<file path="src/rtl/draw_pkg.sv">
`default_nettype none
// ============================================================================
//  Module   : draw_pkg
//  Purpose  : Shared definitions for the draw sequencer: FSM state encoding,
//             command mode codes, xySel codes and well-known start slots.
//  Ports    : none (package)
//  Revision : 1.0  initial release
// ============================================================================
package draw_pkg;

   typedef enum logic [3:0] {
      ST_IDLE       = 4'd0,
      ST_INIT       = 4'd1,
      ST_ARM        = 4'd2,
      ST_DRAW       = 4'd3,
      ST_HOLD       = 4'd4,
      ST_ERASE_INIT = 4'd5,
      ST_ERASE_ARM  = 4'd6,
      ST_ERASE      = 4'd7,
      ST_STEP       = 4'd8,
      ST_FIN        = 4'd9
   } drawState_t;

   localparam logic [1:0] MODE_SCREEN = 2'd0;
   localparam logic [1:0] MODE_SPRITE = 2'd1;
   localparam logic [1:0] MODE_ANIM   = 2'd2;

   localparam logic [1:0] XY_INIT   = 2'b00;
   localparam logic [1:0] XY_SCREEN = 2'b01;
   localparam logic [1:0] XY_WIN    = 2'b10;

   localparam logic [4:0] XSEL_MOVE_FIRST = 5'd14;
   localparam logic [4:0] XSEL_MOVE_LAST  = 5'd21;
   localparam logic [1:0] YSEL_BATTLE     = 2'd1;

   // The unused mode code 3 is folded onto sprite at command accept so the
   // FSM only ever sees the three real modes.
   function automatic logic [1:0] normMode(input logic [1:0] mode);
      return (mode == 2'd3) ? MODE_SPRITE : mode;
   endfunction

endpackage
`default_nettype wire

</file>
<file path="src/rtl/draw_sequencer_if.sv">
`default_nettype none
// ============================================================================
//  Module   : draw_sequencer_if
//  Purpose  : Bundles the command handshake from the game FSM and the
//             control/status lines to the pixel datapath.
//  Modports : slave  - the sequencer (takes commands, drives datapath)
//             master - the game FSM / datapath side
//  Revision : 1.0  initial release
// ============================================================================
interface draw_sequencer_if;
   // command side
   logic       req;
   logic [1:0] cmd_mode;
   logic [4:0] cmd_xsel;
   logic [4:0] cmd_xend;
   logic [1:0] cmd_ysel;
   logic [4:0] cmd_mem;
   logic       cmd_black;
   logic       busy;
   logic       done;
   // datapath side
   logic       screenDone;
   logic [4:0] xInitSel;
   logic [1:0] yInitSel;
   logic       xInitLoad;
   logic       yInitLoad;
   logic [1:0] xySel;
   logic       xLoad;
   logic       yLoad;
   logic       xCountUp;
   logic       yCountUp;
   logic [4:0] memorySel;
   logic       black;
   logic       plot;

   modport slave (
      input  req, cmd_mode, cmd_xsel, cmd_xend, cmd_ysel, cmd_mem, cmd_black,
      input  screenDone,
      output busy, done, xInitSel, yInitSel, xInitLoad, yInitLoad, xySel,
      output xLoad, yLoad, xCountUp, yCountUp, memorySel, black, plot
   );

   modport master (
      output req, cmd_mode, cmd_xsel, cmd_xend, cmd_ysel, cmd_mem, cmd_black,
      output screenDone,
      input  busy, done, xInitSel, yInitSel, xInitLoad, yInitLoad, xySel,
      input  xLoad, yLoad, xCountUp, yCountUp, memorySel, black, plot
   );
endinterface
`default_nettype wire

</file>
<file path="src/rtl/frame_timer.sv">
`default_nettype none
// ============================================================================
//  Module   : frame_timer
//  Purpose  : One-shot cycle counter for the animation frame hold.
//             A start pulse arms it; it then runs 0..FRAME_TICKS-1 and
//             flags expire during its last count, clearing itself after.
//  Ports    : clk, resetn (async active-low), start (pulse), expire (out)
//  Revision : 1.0  initial release
// ============================================================================
module frame_timer #(
   parameter int FRAME_TICKS = 2_500_000,
   parameter int TICK_W      = 22
) (
   input  logic clk,
   input  logic resetn,
   input  logic start,
   output logic expire
);

   localparam logic [TICK_W-1:0] LAST_TICK = TICK_W'(FRAME_TICKS - 1);

   logic [TICK_W-1:0] tickCount;
   logic              running;

   always_ff @(posedge clk or negedge resetn) begin
      if (!resetn) begin
         tickCount <= '0;
         running   <= 1'b0;
      end else if (start) begin
         tickCount <= '0;
         running   <= 1'b1;
      end else if (running) begin
         if (tickCount == LAST_TICK) begin
            tickCount <= '0;
            running   <= 1'b0;
         end else begin
            tickCount <= tickCount + 1'b1;
         end
      end
   end

   assign expire = running && (tickCount == LAST_TICK);

endmodule
`default_nettype wire

</file>
<file path="src/rtl/draw_sequencer.sv">
`default_nettype none
// ============================================================================
//  Module   : draw_sequencer
//  Purpose  : Control FSM for the pixel-drawing datapath. Accepts one draw
//             command at a time (full screen, 40x40 sprite, or stepped
//             sprite animation with erase between frames) and issues the
//             start-point, scan-register, colour-mux and plot strobes.
//  Ports    : clk        system clock
//             resetn     asynchronous active-low reset
//             bus        draw_sequencer_if.slave (command + datapath lines)
//  Revision : 1.0  initial release
// ============================================================================
module draw_sequencer
   import draw_pkg::*;
#(
   parameter int FRAME_TICKS = 2_500_000,
   parameter int TICK_W      = 22
) (
   input  logic             clk,
   input  logic             resetn,
   draw_sequencer_if.slave  bus
);

   drawState_t state, nextState;

   // latched command; curXsel doubles as the animation slot pointer
   logic [1:0] latMode;
   logic [4:0] curXsel;
   logic [4:0] latXend;
   logic [1:0] latYsel;
   logic [4:0] latMem;
   logic       latBlack;

   logic holdStart;
   logic holdExpire;
   logic isScreen;
   logic scanning;

   assign isScreen = (latMode == MODE_SCREEN);

   frame_timer #(
      .FRAME_TICKS (FRAME_TICKS),
      .TICK_W      (TICK_W)
   ) uHoldTimer (
      .clk    (clk),
      .resetn (resetn),
      .start  (holdStart),
      .expire (holdExpire)
   );

   always_ff @(posedge clk or negedge resetn) begin
      if (!resetn) begin
         state    <= ST_IDLE;
         latMode  <= MODE_SCREEN;
         curXsel  <= '0;
         latXend  <= '0;
         latYsel  <= '0;
         latMem   <= '0;
         latBlack <= 1'b0;
      end else begin
         state <= nextState;
         if (state == ST_IDLE && bus.req) begin
            latMode  <= normMode(bus.cmd_mode);
            curXsel  <= bus.cmd_xsel;
            latXend  <= bus.cmd_xend;
            latYsel  <= bus.cmd_ysel;
            latMem   <= bus.cmd_mem;
            latBlack <= bus.cmd_black;
         end else if (state == ST_STEP) begin
            curXsel <= curXsel + 5'd1;   // natural 5-bit wrap 31 -> 0
         end
      end
   end

   always_comb begin
      nextState     = state;
      holdStart     = 1'b0;
      scanning      = 1'b0;
      bus.busy      = 1'b0;
      bus.done      = 1'b0;
      bus.xInitSel  = '0;
      bus.yInitSel  = '0;
      bus.xInitLoad = 1'b0;
      bus.yInitLoad = 1'b0;
      bus.xySel     = XY_INIT;
      bus.xLoad     = 1'b0;
      bus.yLoad     = 1'b0;
      bus.xCountUp  = 1'b0;
      bus.yCountUp  = 1'b0;
      bus.memorySel = '0;
      bus.black     = 1'b0;
      bus.plot      = 1'b0;

      case (state)
         ST_IDLE: begin
            if (bus.req) nextState = ST_INIT;
         end

         ST_INIT, ST_ERASE_INIT: begin
            bus.busy      = 1'b1;
            // full screen always starts at the origin slot
            bus.xInitSel  = isScreen ? 5'd0 : curXsel;
            bus.yInitSel  = isScreen ? 2'd0 : latYsel;
            bus.xInitLoad = 1'b1;
            bus.yInitLoad = 1'b1;
            nextState     = (state == ST_INIT) ? ST_ARM : ST_ERASE_ARM;
         end

         ST_ARM, ST_ERASE_ARM: begin
            bus.busy  = 1'b1;
            bus.xySel = XY_INIT;
            bus.xLoad = 1'b1;
            bus.yLoad = 1'b1;
            nextState = (state == ST_ARM) ? ST_DRAW : ST_ERASE;
         end

         ST_DRAW, ST_ERASE: begin
            bus.busy      = 1'b1;
            scanning      = !bus.screenDone;
            bus.xySel     = isScreen ? XY_SCREEN : XY_WIN;
            bus.xLoad     = scanning;
            bus.yLoad     = scanning;
            bus.xCountUp  = scanning;
            bus.yCountUp  = scanning;
            bus.plot      = scanning;
            bus.memorySel = latMem;
            bus.black     = (state == ST_ERASE) ? 1'b1 : latBlack;
            if (bus.screenDone) begin
               if (state == ST_ERASE) begin
                  nextState = ST_STEP;
               end else if (latMode == MODE_ANIM && curXsel != latXend) begin
                  nextState = ST_HOLD;
                  holdStart = 1'b1;
               end else begin
                  nextState = ST_FIN;
               end
            end
         end

         ST_HOLD: begin
            bus.busy = 1'b1;
            if (holdExpire) nextState = ST_ERASE_INIT;
         end

         ST_STEP: begin
            bus.busy  = 1'b1;
            nextState = ST_INIT;
         end

         ST_FIN: begin
            bus.done  = 1'b1;
            nextState = ST_IDLE;
         end

         default: nextState = ST_IDLE;
      endcase
   end

endmodule
`default_nettype wire

</file>
<file path="src/flat_wrapper.sv">
// flat-port wrapper written by rule: the top's interface ports become plain ports
module draw_sequencer_flat import draw_pkg::*;
#(
   parameter int FRAME_TICKS = 2_500_000,
   parameter int TICK_W      = 22
)
  (clk, resetn, bus_req, bus_cmd_mode, bus_cmd_xsel, bus_cmd_xend, bus_cmd_ysel, bus_cmd_mem, bus_cmd_black, bus_screenDone, bus_busy, bus_done, bus_xInitSel, bus_yInitSel, bus_xInitLoad, bus_yInitLoad, bus_xySel, bus_xLoad, bus_yLoad, bus_xCountUp, bus_yCountUp, bus_memorySel, bus_black, bus_plot);
  draw_sequencer_if bus_i ();
  input  logic clk;
  input  logic resetn;
  input wire logic [$bits(bus_i.req)-1:0] bus_req;
  input wire logic [$bits(bus_i.cmd_mode)-1:0] bus_cmd_mode;
  input wire logic [$bits(bus_i.cmd_xsel)-1:0] bus_cmd_xsel;
  input wire logic [$bits(bus_i.cmd_xend)-1:0] bus_cmd_xend;
  input wire logic [$bits(bus_i.cmd_ysel)-1:0] bus_cmd_ysel;
  input wire logic [$bits(bus_i.cmd_mem)-1:0] bus_cmd_mem;
  input wire logic [$bits(bus_i.cmd_black)-1:0] bus_cmd_black;
  input wire logic [$bits(bus_i.screenDone)-1:0] bus_screenDone;
  output wire logic [$bits(bus_i.busy)-1:0] bus_busy;
  output wire logic [$bits(bus_i.done)-1:0] bus_done;
  output wire logic [$bits(bus_i.xInitSel)-1:0] bus_xInitSel;
  output wire logic [$bits(bus_i.yInitSel)-1:0] bus_yInitSel;
  output wire logic [$bits(bus_i.xInitLoad)-1:0] bus_xInitLoad;
  output wire logic [$bits(bus_i.yInitLoad)-1:0] bus_yInitLoad;
  output wire logic [$bits(bus_i.xySel)-1:0] bus_xySel;
  output wire logic [$bits(bus_i.xLoad)-1:0] bus_xLoad;
  output wire logic [$bits(bus_i.yLoad)-1:0] bus_yLoad;
  output wire logic [$bits(bus_i.xCountUp)-1:0] bus_xCountUp;
  output wire logic [$bits(bus_i.yCountUp)-1:0] bus_yCountUp;
  output wire logic [$bits(bus_i.memorySel)-1:0] bus_memorySel;
  output wire logic [$bits(bus_i.black)-1:0] bus_black;
  output wire logic [$bits(bus_i.plot)-1:0] bus_plot;
  assign bus_i.req = bus_req;
  assign bus_i.cmd_mode = bus_cmd_mode;
  assign bus_i.cmd_xsel = bus_cmd_xsel;
  assign bus_i.cmd_xend = bus_cmd_xend;
  assign bus_i.cmd_ysel = bus_cmd_ysel;
  assign bus_i.cmd_mem = bus_cmd_mem;
  assign bus_i.cmd_black = bus_cmd_black;
  assign bus_i.screenDone = bus_screenDone;
  assign bus_busy = bus_i.busy;
  assign bus_done = bus_i.done;
  assign bus_xInitSel = bus_i.xInitSel;
  assign bus_yInitSel = bus_i.yInitSel;
  assign bus_xInitLoad = bus_i.xInitLoad;
  assign bus_yInitLoad = bus_i.yInitLoad;
  assign bus_xySel = bus_i.xySel;
  assign bus_xLoad = bus_i.xLoad;
  assign bus_yLoad = bus_i.yLoad;
  assign bus_xCountUp = bus_i.xCountUp;
  assign bus_yCountUp = bus_i.yCountUp;
  assign bus_memorySel = bus_i.memorySel;
  assign bus_black = bus_i.black;
  assign bus_plot = bus_i.plot;
  draw_sequencer #(.FRAME_TICKS(FRAME_TICKS), .TICK_W(TICK_W)) u_core (.clk(clk), .resetn(resetn), .bus(bus_i));
endmodule
</file>
<file path="config.mk">
export PLATFORM = sky130hd
export DESIGN_NAME = draw_sequencer_flat
export DESIGN_NICKNAME = d
export VERILOG_FILES = /design/src/rtl/draw_pkg.sv /design/src/rtl/draw_sequencer_if.sv /design/src/rtl/frame_timer.sv /design/src/rtl/draw_sequencer.sv /design/src/flat_wrapper.sv
export SDC_FILE = /design/constraint.sdc
export NUM_CORES = 1
export LEC_CHECK = 0
export ABC_AREA = 1
export BUFFER_PORTS_ARGS = -buffer_cell sky130_fd_sc_hd__buf_4
export CAP_MARGIN = 25
export CORE_UTILIZATION = 35
export DETAILED_ROUTE_END_ITERATION = 12
export SETUP_SLACK_MARGIN = 0.1
export SYNTH_ARGS = -nofsm -noshare
export SYNTH_HDL_FRONTEND = slang
export SYNTH_HIERARCHICAL = 1
export SYNTH_SLANG_ARGS = --single-unit
</file>
<file path="constraint.sdc">
create_clock -name clk -period 1.8 [get_ports clk]
set_input_delay 0.18 -clock clk [delete_from_list [all_inputs] [get_ports clk]]
set_output_delay 0.18 -clock clk [all_outputs]
set_load 0.05 [all_outputs]
</file>
# Word level (Yosys, flattened, before mapping)
# Cells that the tools add are included.
# op_classes
n_addsub	2
muxes	35
n_eq_ne	16
n_reduce_logical	13
# op_table
operator	count
22-bit two-way mux	3
5-bit two-way mux	5
4-bit one-hot mux with 6 select lines	1
22-bit by 1-bit adder with 22-bit output (second input constant)	1
22-bit == test (second input constant)	1
4-bit two-way mux	5
4-bit by 3-bit == test with 1-bit output (second input constant)	4
1-bit two-way mux	13
2-bit two-way mux	5
4-bit by 2-bit == test with 1-bit output (second input constant)	2
4-bit == test (second input constant)	2
8-bit OR reduction	1
3-bit two-way mux	2
2-bit OR reduction	3
5-bit by 1-bit adder with 5-bit output (second input constant)	1
5-bit inequality test	1
2-bit == test (second input constant)	2
4-bit by 1-bit == test with 1-bit output (second input constant)	1
4-bit logical NOT	1
2-bit inequality test (second input constant)	2
2-bit nonzero test	2
1-bit logical AND	3
3-bit AND reduction	1
2-bit logical NOT	1
3 further kinds	3
# word_totals
reg_bits	47
in_bits	24
elab_cells	75
out_inout_bits	24

# Depth between registers and ports, before layout
# Gate-level depths: netlist (run 1).
# depth
word_depth	7
mapped_depth	12
mapped_depth_nobuf	12

# By module
# Netlist (run 1), hierarchy kept.
# modules_own_cells
module	area_per_inst_um2	cells_per_inst	instances
frame_timer	1473.9	204	1
draw_sequencer	1442.6	192	1

# Worst setup path before layout (run 1)
# OpenSTA, ideal clock, no wires.
# synth_path
path_type	reg2out
from	register u_core.state[1]
to	output port bus_xInitSel[0]
stages_incl_launch_ff	6
path_slack_ps	-986
t_arrival_ps	2606
cell_sequence	dfrtp_1 > inv_1 > nand2_1 > nor2_1 > inv_1 > nor3_1
# synth_between
elab_chain_len	3
# synth_rtl
element	line	source
start, declared	draw_sequencer.sv:24	drawState_t state, nextState;
start signal, assigned	draw_sequencer.sv:61	state <= nextState;
4-bit by 3-bit == test with 1-bit output / 4-bit by 1-bit == test with 1-bit output (equally long branches)	draw_sequencer.sv:94	case (state)
2-bit OR reduction (*)	draw_sequencer.sv:94	
5-bit two-way mux (*)	draw_sequencer.sv:94	
end, declared	flat_wrapper.sv:21	output wire logic [$bits(bus_i.xInitSel)-1:0] bus_xInitSel;
# Mark *: on every way between the ends. The rest lies on a longest branch, timed or not.

# Final worst setup path (run 1)
# layout_path
from	register u_core.state[3]
to	output port bus_xInitSel[4]
# The elaborated chain is that of the path after synthesis.

==> results of run 1 <==
## power groups by stage
| stage | logic, uW | registers (uW) | clock network [uW] |
|---|---|---|---|
| floorplan | 2420 | 1700 | 0 |
| global placement | 3120 | 1740 | 0 |
| detailed placement | 3150 | 1760 | 0 |
| CTS | 3450 | 1730 | 834 |
| global route | 4140 | 1780 | 884 |
| finish | 3790 | 1730 | 813 |
## final timing paths
check	from	to	slack [ps]	cells after the start
max in group asynchronous	resetn	u_core/uHoldTimer/tickCount[7]	910	2
min	bus_cmd_ysel[0]	u_core/latYsel[0]	80	3
max	u_core/state[3]	bus_xInitSel[4]	30	6
max reg2reg	u_core/state[1]	u_core/uHoldTimer/tickCount[2]	140	9
min in group asynchronous	resetn	u_core/latMem[3]	420	2
min reg2reg	u_core/latYsel[1]	u_core/latYsel[1]	490	2
## cells by family (layout without fill, tap and decap cells)
| family | count (synthesis) | after routing | synth area share (%) |
|---|---|---|---|
| adders and majority gates | 2 | 2 | 0.858 |
| AOI/OAI and AO/OA | 46 | 46 | 10.0 |
| xor gates and xnor gates | 9 | 9 | 2.70 |
| DFF | 47 | 47 | 40.3 |
| buffers and inverters | 65 | 147 | 10.2 |
| and+or+nand+nor | 227 | 228 | 35.9 |
## critical path, delay by kind of cell (launching register included)
kind                   cells  cell delay, ps
flip-flops                 1             400
AND/OR/NAND/NOR            2             250
buffers and inverters      4             640
## synthesized netlist by cell type (2+ instances only)
cell      number
buf_4          6
buf_6          4
dfrtp_1       47
ha_1           2
inv_1         49
inv_2          5
nand2_1      129
nand2_2        5
nand3_1       14
nand3_2        4
nand3_4        2
nand4_1        4
nor2_1        47
nor2_4         7
nor3_1         9
o211ai_2       3
o21ai_0       18
o21ai_1        6
o21bai_1       3
o22ai_1        9
xor2_1         8
## sequential cells by signal (all words and copies together), names as in the netlist
register,flops
u_core/latMode,2
u_core/latBlack,1
u_core/uHoldTimer/tickCount,22
u_core/latXend,5
u_core/uHoldTimer/running,1
u_core/curXsel,5
u_core/state,4
u_core/latMem,5
u_core/latYsel,2
## layout make-up
type | count | area share, %
clock inverter | 2 | 0.872
timing repair buffer | 85 | 18.8
sequential | 47 | 29.3
inverter | 54 | 5.26
multi-input combinational | 285 | 40.5
clock buffer | 6 | 2.06
tap | 102 | 3.18
## metal layers
layer  track usage, %  share of wire [%]  vias up  wire, microns
li1                 -                  -     1415              -
met1             22.4                 47     1277           3410
met2             28.9                 49       58           3580
met3             2.85                4.1        2            297
met4             3.85               0.26        0             19
met5                0                  0        -              0
## metrics by stage
| stage | util [%] | power, uW | area (sq um) | TNS (ps) | hold WS [ps] |
|---|---|---|---|---|---|
| floorplan | - | 4110 | 3000 | -567 | -116 |
| global placement | 44.2 | 4870 | 3490 | 0 | 231 |
| detailed placement | 44.2 | 4900 | 3490 | 0 | 231 |
| CTS | 47.7 | 6010 | 3760 | 0 | 73.5 |
| global route | 50.9 | 6800 | 4020 | -435 | 58.2 |
| finish | 50.9 | 6340 | 4020 | 0 | 82.7 |
## repair_timing
action,CTS,global route
setup endpoints to repair,15,44
resized for setup,15,44
buffers inserted,11,12
gates cloned,0,2
pin swaps,5,12
hold endpoints to repair,47,0
hold buffers,1,0
==> out/results.ini, run 1 <==
[outcome]
run_status=completed

[min_path]
holdCritPathClass=in2reg

[logic_synthesis]
yosysWarnings=6
syn-cell-area_sq_um=2920
flop_and_latch_count_out_of_synthesis=47
synth_nets=422
synth-edff-count=0
ys_dominant_reg_cell=dfrtp_1
syn-instance-count=396
synth_async_sr_flop_share_pct=100
synth_largest_type_area_fraction_pct=40.3
synth.distinct_cells=36
synth.area.top_cells=dfrtp_1 (40%), nand2_1 (17%), inv_1 (6.3%)
yosysSeqAreaShare_pct=40.3
netlist.top_cell.by_area=dfrtp_1
syn-mean-instance-area_sq_um=7.37

[critical_path]
cp_data_required_time_ps=1620
timing.critical_path.to_type=output pin
peak_per_stage_delay_on_the_critical_path_ps=400
critical_path.most_common_cell=buf_6
timing.setup.critical_path_class=reg2out
worst-endpoint-arrival_ps=1590
timing.critical_path.from_type=flop
path_max_fanout=5
timing.critical_path.slowest_stage_cell=dfrtp_1
worstPathCellList=buf_6, nor2_4, clkinvlp_4, buf_12, nor3_4, buf_6

[layout]
multi_input_area_sq_um=1630
nets=504
fraction_of_layout_instances_using_a_drive_strength_above_1_pct=32.8
sequential_cell_area_sq_um=1180
finalNonFillerCells=581
syn2layout_area_growth_pct=37.7
mostFrequentLayoutCells=nand2_1 (125), buf_4 (58), dfrtp_1 (46)
final_common_cell=nand2_1
num_antenna_cells=0
fillers=771

[power_and_ir_drop]
ir_worst_vdd_uv=483
combPwrFrac_pct=59.9
clkPwrFrac_pct=12.8
cellPowerDensity_nw_per_um2=1580
leakage_uw=0.00197
netSwitchingPower_uw=2980
pwr-share-seq_pct=27.3
switching_share_pct=47.0
power_report.internal_total_uw=3360

[clock_tree]
cts.root.buffer_cell=clkbuf_8
insertion_delay_ps=300
cts_sinks=47
clockBufferDepth=2
cts.reportedPaths.clkPinSlew_ps=90
h-tree-depth=2
cts_tree=yes
cts_made_buffers=5

[routing]
drt-vias-per-instance=4.74
dr_total_vias=2752
detail_route.wl_per_cell_microns=12.6
routed_wirelength_microns=7310
drt_iter0_drc=116
drcViolationCount=0
drt_pre_antenna_iters=4
antenna_violating_nets_post_route=0

[grt]
grt_first_pass_wirelength_microns=11700
grt_util_all_layers_pct=16.9
maximum_number_of_pins_on_one_net_before_global_route_repair=48
first_global_vias=2542
initial_antenna_violation_count=0
gr-total-overflow=0

[floorplan]
initial_core_util_pct=37.0
io_pins=48
die_h_microns=93.3
num_rows=32
core_area_sq_um=7890
die_width_microns=93.3
dieArea_sq_um=8700

[sta]
tightest_slew_ps=614
rsz_0062_raised_after_global_routing=yes
drv_slew=0
max-slew-margin-rel_pct=59.1
fmax_ghz=0.564
timing.final.ws_setup_ps=26.9
timing.final.crit_period_ps=1770
final-setup-viol-count=0
fin_skew_ps=12.7
timing_hold_violations_final=0
timing.final.crit_share_pct=98.5

[place]
detail_placement_hpwl_microns=5000
gp_routability_congestion=0.850
pre_cts_ws_ps=13.7
post-place-cells=547
portBuffers=47

[flow_run]
max_cap_viol_count=0

No activity file was read; power rests on OpenSTA's default activity.
==> inputs of run 2 (changes only) <==
SETUP_SLACK_MARGIN = 0.05   (was 0.1)
SKIP_CTS_REPAIR_TIMING = 1   (was not set)
clock period = 2.1 ns   (was 1.8 ns; I/O delays follow)
==> run 2 against run 1 <==
  * Clock power down 32%
  * Sequential cell count stayed put
  * Setup slack better by 230 ps
  * Critical path type unchanged
  * Critical endpoint is now bus_xInitSel[2]
==> out/results.ini, run 2 (synthesized netlist as in run 1, its figures left out) <==
[grt]
gr-total-overflow=0  ; unchanged
first_global_vias=2552  ; +0.39%
maximum_number_of_pins_on_one_net_before_global_route_repair=48  ; unchanged
grt_first_pass_wirelength_microns=11600  ; -1.4%
grt_util_all_layers_pct=16.7  ; -0.25 points
initial_antenna_violation_count=0  ; unchanged

[place]
detail_placement_hpwl_microns=4940  ; -1.3%
portBuffers=47  ; unchanged
gp_routability_congestion=0.852  ; +0.27%
postPlaceCellArea_sq_um=3380  ; -3.1%

[sta]
fmax_ghz=0.542
tightest_slew_ps=605  ; -8.96 ps
timing.final.crit_share_pct=87.9
drv_slew=0  ; unchanged
setup_total_negative_slack_ps=0  ; unchanged
hold_ws_ps=98.1  ; +15.4 ps
final-setup-viol-count=0  ; unchanged
fin_skew_ps=11.5  ; -1.18 ps
timing.final.crit_period_ps=1850
max-slew-margin-rel_pct=59.7  ; +0.60 points
rsz_0062_raised_after_global_routing=no
timing_hold_violations_final=0  ; unchanged

[clock_tree]
clockBufferDepth=2  ; unchanged
cts_tree=yes
h-tree-depth=2  ; unchanged
cts_made_buffers=5  ; unchanged
cts.reportedPaths.clkPinSlew_ps=100  ; about the same
cts_sinks=47  ; unchanged
cts.root.buffer_cell=clkbuf_8
insertion_delay_ps=300  ; about the same

[layout]
fraction_of_layout_instances_using_a_drive_strength_above_1_pct=23.1  ; -9.7 points
nets=471  ; -6.5%
final_common_cell=nand2_1
num_antenna_cells=0  ; unchanged
fillers=801  ; +3.9%
largest-register=u_core/uHoldTimer/tickCount
mostFrequentLayoutCells=nand2_1 (129), buf_4 (52), inv_1 (49)
design_area_sq_um=3480  ; -13%
largest_register_ff_count=22  ; unchanged
syn2layout_area_growth_pct=19.2
post-route-util_pct=44.1  ; -6.8 points

[critical_path]
timing.setup.critical_path_class=reg2out
timing.critical_path.from_type=flop
path_max_fanout=9  ; +4
reg2reg_depth=12  ; +3
cp-startpoint=u_core/state[3]
cp_data_required_time_ps=1890  ; +270 ps
worst-endpoint-arrival_ps=1640  ; +50 ps
ff2ff_setup_slack_ps=270  ; +130 ps
timing.critical_path.to_type=output pin
regToRegEndpoint=u_core/state[0]
worst_r2r_startpoint=u_core/uHoldTimer/tickCount[0]
critical_path.endpoint=bus_xInitSel[2]

[routing]
antenna_violating_nets_post_route=0  ; unchanged
drt_pre_antenna_iters=4  ; unchanged
drt-vias-per-instance=4.78  ; +1.0%
dr_total_vias=2622  ; -4.7%
drcViolationCount=0  ; unchanged
drt_iter0_drc=86  ; -26%
routed_wirelength_microns=6560  ; -10%
detail_route.wl_per_cell_microns=12.0  ; -4.9%

[floorplan]
initial_core_util_pct=37.0  ; unchanged
io_pins=48  ; unchanged
num_rows=32  ; unchanged
die_width_microns=93.3  ; unchanged
dieArea_sq_um=8700  ; unchanged
die_h_microns=93.3  ; unchanged
core_area_sq_um=7890  ; unchanged

[power_and_ir_drop]
cellPowerDensity_nw_per_um2=1310  ; -17%
switching_share_pct=50.5  ; +3.5 points
leakage_uw=0.00175  ; -11%
clkPwrFrac_pct=12.2  ; -0.6 points
power_report.internal_total_uw=2250  ; -33%
pwr-share-seq_pct=33.4  ; +6.1 points
combPwrFrac_pct=54.4  ; -5.5 points
ir_worst_vdd_uv=426  ; -12%
netSwitchingPower_uw=2300  ; -23%

[outcome]
run_status=completed

[min_path]
hold_path_startpoint=bus_cmd_ysel[0]
holdCritPathClass=in2reg

[flow_run]
max_cap_viol_count=0  ; unchanged

==> run 2: final cells by class <==
| cell class | count | area (sq um) | share of cell area [%] |
|---|---|---|---|
| sequential | 47 | 1180 | 33.8 |
| clock buffer | 5 | 68.8 | 1.98 |
| clock inverter | 3 | 18.8 | 0.540 |
| inverter | 54 | 203 | 5.83 |
| timing repair buffer | 53 | 400 | 11.5 |
| tap | 102 | 128 | 3.67 |
| multi-input combinational | 284 | 1480 | 42.6 |
==> run 2: layer usage <==
layer | wire length [microns] | vias up | track usage (%)
met5 | 0 | - | 0
met4 | 62 | 0 | 4.23
met3 | 284 | 4 | 2.85
met2 | 3080 | 53 | 28.3
met1 | 3130 | 1227 | 22.0
li1 | - | 1338 | -
==> run 2: stage by stage <==
stage          power (uW)  cells  worst slack [ps]
6_report             4550    548               254
5_1_grt              4930    548              75.2
4_1_cts              4600    547               235
3_5_place_dp         4020    539               288
3_3_place_gp         3980    539               333
2_1_floorplan        3430    396              -100
==> run 2: power groups by stage <==
stage | Clock, uW | Combinational, uW | Sequential, uW
after floorplan | 0 | 1980 | 1450
after global placement | 0 | 2450 | 1520
after detailed placement | 0 | 2480 | 1530
after CTS | 587 | 2490 | 1510
after global routing | 616 | 2750 | 1570
final | 554 | 2480 | 1520
==> run 2: worst min path at each step <==
| stage | endpoint | slack (ps) | cells after the start |
|---|---|---|---|
| 3_5_place_dp | u_core/latXend[0] | 270 | 1 |
| 5_1_grt | u_core/latYsel[1] | 100 | 3 |
| 2_1_floorplan | u_core/curXsel[0] | -90 | 0 |
| 6_report | u_core/latYsel[0] | 100 | 3 |
| 4_1_cts | u_core/latXend[0] | -60 | 1 |
| 3_3_place_gp | u_core/latXend[0] | 270 | 1 |
==> run 2: worst max-delay path, stage by stage (launching register included) <==
cell     delay [ps]
dfrtp_1         410
buf_4           190
nor2_2          150
inv_1           190
nor3_2          170
buf_4           220
==> inputs of run 3 (changes only) <==
ABC_AREA = not set   (was 1)
==> run 3 against run 2 <==
  * Critical endpoint is now u_core/uHoldTimer/tickCount[16]
  * Combinational power grew 2%
  * Utilization increased by 1.9 points
  * Non-clock buffer count is 17 higher
  * Hold slack improved by 25 ps
  * Via count down 5.9%
==> out/results.ini, run 3 <==
[floorplan]
initial_core_util_pct=36.5  ; -0.47 points
num_rows=32  ; unchanged
core_area_sq_um=7810  ; -1.0%
dieArea_sq_um=8510  ; -2.2%
io_pins=48  ; unchanged
die_width_microns=92.2  ; -1.1%
die_h_microns=92.2  ; -1.1%

[critical_path]
path_max_fanout=26  ; +17
timing.critical_path.from_type=flop
timing.setup.critical_path_class=reg2reg
cp-startpoint=u_core/curXsel[3]
cp_data_required_time_ps=2280  ; +390 ps
timing.critical_path.to_type=flop
worst_r2r_startpoint=u_core/curXsel[3]
worst-endpoint-arrival_ps=2140  ; +500 ps

[place]
detail_placement_hpwl_microns=4960  ; +0.49%
postPlaceCellArea_sq_um=3410  ; +1.0%
portBuffers=47  ; unchanged
post-place-cells=444  ; -18%
gp_routability_congestion=0.805  ; -5.5%

[sta]
timing.final.crit_period_ps=1950  ; +107 ps
timing.final.crit_share_pct=93.0  ; +5.1 points
rsz_0062_raised_after_global_routing=no
max-slew-margin-rel_pct=59.5  ; -0.15 points
fmax_ghz=0.512  ; -5.5%
drv_slew=0  ; unchanged
final-setup-viol-count=0  ; unchanged
setup_total_negative_slack_ps=0  ; unchanged
fin_skew_ps=13.7  ; +2.14 ps
tightest_slew_ps=607  ; +2.29 ps
timing_hold_violations_final=0  ; unchanged

[routing]
drt_pre_antenna_iters=4  ; unchanged
drt_iter0_drc=132  ; +53%
antenna_violating_nets_post_route=0  ; unchanged
dr_total_vias=2466  ; -5.9%
drcViolationCount=0  ; unchanged
routed_wirelength_microns=6960  ; +6.1%
drt-vias-per-instance=5.40  ; +13%
detail_route.wl_per_cell_microns=15.2  ; +27%

[logic_synthesis]
synth.distinct_cells=59  ; +64%
synth_largest_type_area_fraction_pct=41.3  ; +0.94 points
netlist.top_cell.by_area=dfrtp_1
yosysWarnings=6  ; unchanged
syn-mean-instance-area_sq_um=9.66  ; +31%
synth_nets=321  ; -24%
synth.area.top_cells=dfrtp_1 (41%), mux2_4 (4.2%), mux2_2 (3.6%)
ys_dominant_reg_cell=dfrtp_1
yosysMostFrequentCell=dfrtp_1
synth_async_sr_flop_share_pct=100  ; unchanged
synth-edff-count=0  ; unchanged
yosys-top-cells-count=dfrtp_1 (47), nor2_1 (26), nand2_1 (24)
syn-instance-count=295  ; -26%
yosysSeqAreaShare_pct=41.3  ; +0.94 points
flop_and_latch_count_out_of_synthesis=47  ; unchanged
syn-cell-area_sq_um=2850  ; -2.3%

[grt]
grt_util_all_layers_pct=17.1  ; +0.40 points
initial_antenna_violation_count=0  ; unchanged
grt_first_pass_wirelength_microns=11500  ; -0.72%
maximum_number_of_pins_on_one_net_before_global_route_repair=48  ; unchanged
gr-total-overflow=0  ; unchanged
first_global_vias=2345  ; -8.1%

[layout]
fillers=748  ; -6.6%
finalNonFillerCells=457  ; -17%
syn2layout_area_growth_pct=25.9
fraction_of_layout_instances_using_a_drive_strength_above_1_pct=34.1  ; +11 points
mostFrequentLayoutCells=buf_4 (68), dfrtp_1 (45), nor2_1 (25)
largest_register_ff_count=22  ; unchanged
nets=380  ; -19%
final_common_cell=buf_4
num_antenna_cells=0  ; unchanged
design_area_sq_um=3590  ; +3.2%
largest-register=u_core/uHoldTimer/tickCount

[power_and_ir_drop]
power_report.internal_total_uw=2680  ; +19%
leakage_uw=0.00163  ; -6.7%
ir_worst_vdd_uv=817  ; +92%
netSwitchingPower_uw=2130  ; -7.2%
combPwrFrac_pct=52.6  ; -1.8 points
switching_share_pct=44.4  ; -6.2 points
clkPwrFrac_pct=14.5  ; +2.3 points
pwr-share-seq_pct=33.0  ; -0.4 points
cellPowerDensity_nw_per_um2=1340  ; +2.4%

[min_path]
hold_path_startpoint=bus_cmd_xend[3]
holdCritPathClass=in2reg

[clock_tree]
insertion_delay_ps=310  ; about the same
cts_sinks=47  ; unchanged
cts.root.buffer_cell=clkbuf_8
h-tree-depth=2  ; unchanged
cts_tree=yes
cts.reportedPaths.clkPinSlew_ps=100  ; about the same
cts_made_buffers=5  ; unchanged
clockBufferDepth=2  ; unchanged

[flow_run]
max_cap_viol_count=0  ; unchanged

[outcome]
run_status=completed

[run 3: changes by cell type after synthesis, sizes merged, moves of 10 or more]
cell	change
o21ai	-13
inv	-47
mux2	+17
nand3	-10
clkbuf	+11
nor2	-29
nand2	-111
and3	+10
and2	+13
[run 3: cell type report]
class	count	area (sq um)	share of cell area, %
Inverter	7	30.0	0.837
Clock inverter	3	47.5	1.32
Multi-Input combinational cell	222	1590	44.3
Clock buffer	5	68.8	1.92
Timing Repair Buffer	70	541	15.1
Tap cell	102	128	3.56
Timing Repair inverter	1	5.00	0.139
Sequential cell	47	1180	32.8
[run 3: logic make-up after synthesis]
logic type / share of synthesized area [%]
compound gates: 11.4
xor+xnor: 3.38
fa+ha+maj: 0.878
buf+inv: 4.57
flops: 41.3
mux: 7.77
simple gates: 30.8
[run 3: power by group through the flow]
stage	Sequential [uW]	Combinational, uW	Clock (uW)
floorplan	1510	1900	0
global placement	1590	2450	0
detailed placement	1590	2480	0
CTS	1580	2480	729
global route	1640	2710	762
finish	1590	2530	697
[run 3: final timing paths]
check / depth (start not counted) / slack (ps) / endpoint
worst max register to register: 8 / 150 / u_core/uHoldTimer/tickCount[16]
worst min register to register: 1 / 510 / u_core/latMem[3]
worst max-delay path: 8 / 150 / u_core/uHoldTimer/tickCount[16]
min in group asynchronous: 2 / 460 / u_core/curXsel[0]
worst min-delay path: 2 / 120 / u_core/latXend[3]
max in group asynchronous: 2 / 1210 / u_core/curXsel[2]
[run 3: through the flow]
stage	setup slack, ps	util [%]	power, uW	hold slack, ps
floorplan	34.4	-	3410	-85.6
global placement	119	43.7	4030	275
global route	32.7	46.0	5110	106
finish	147	46.0	4810	123
CTS	-55.2	45.2	4790	-70.4
detailed placement	68.8	43.7	4070	273
[run 3: layer usage]
layer | share of wire (%) | vias up | GRT usage, %
met5 | 0 | - | 0
met4 | 0.50 | 0 | 4.95
met3 | 5.4 | 2 | 3.07
met2 | 48 | 72 | 26.6
met1 | 46 | 1193 | 24.2
li1 | - | 1199 | -
[run 3: worst max-delay path, cell delays in order (launching register included)]
cell        delay (ps)
dfrtp_2            460
xnor2_1            140
nand3_1            100
nor3_2              60
nor3_2             250
buf_12             210
clkinvlp_4         140
and3_1             150
a311o_1            320
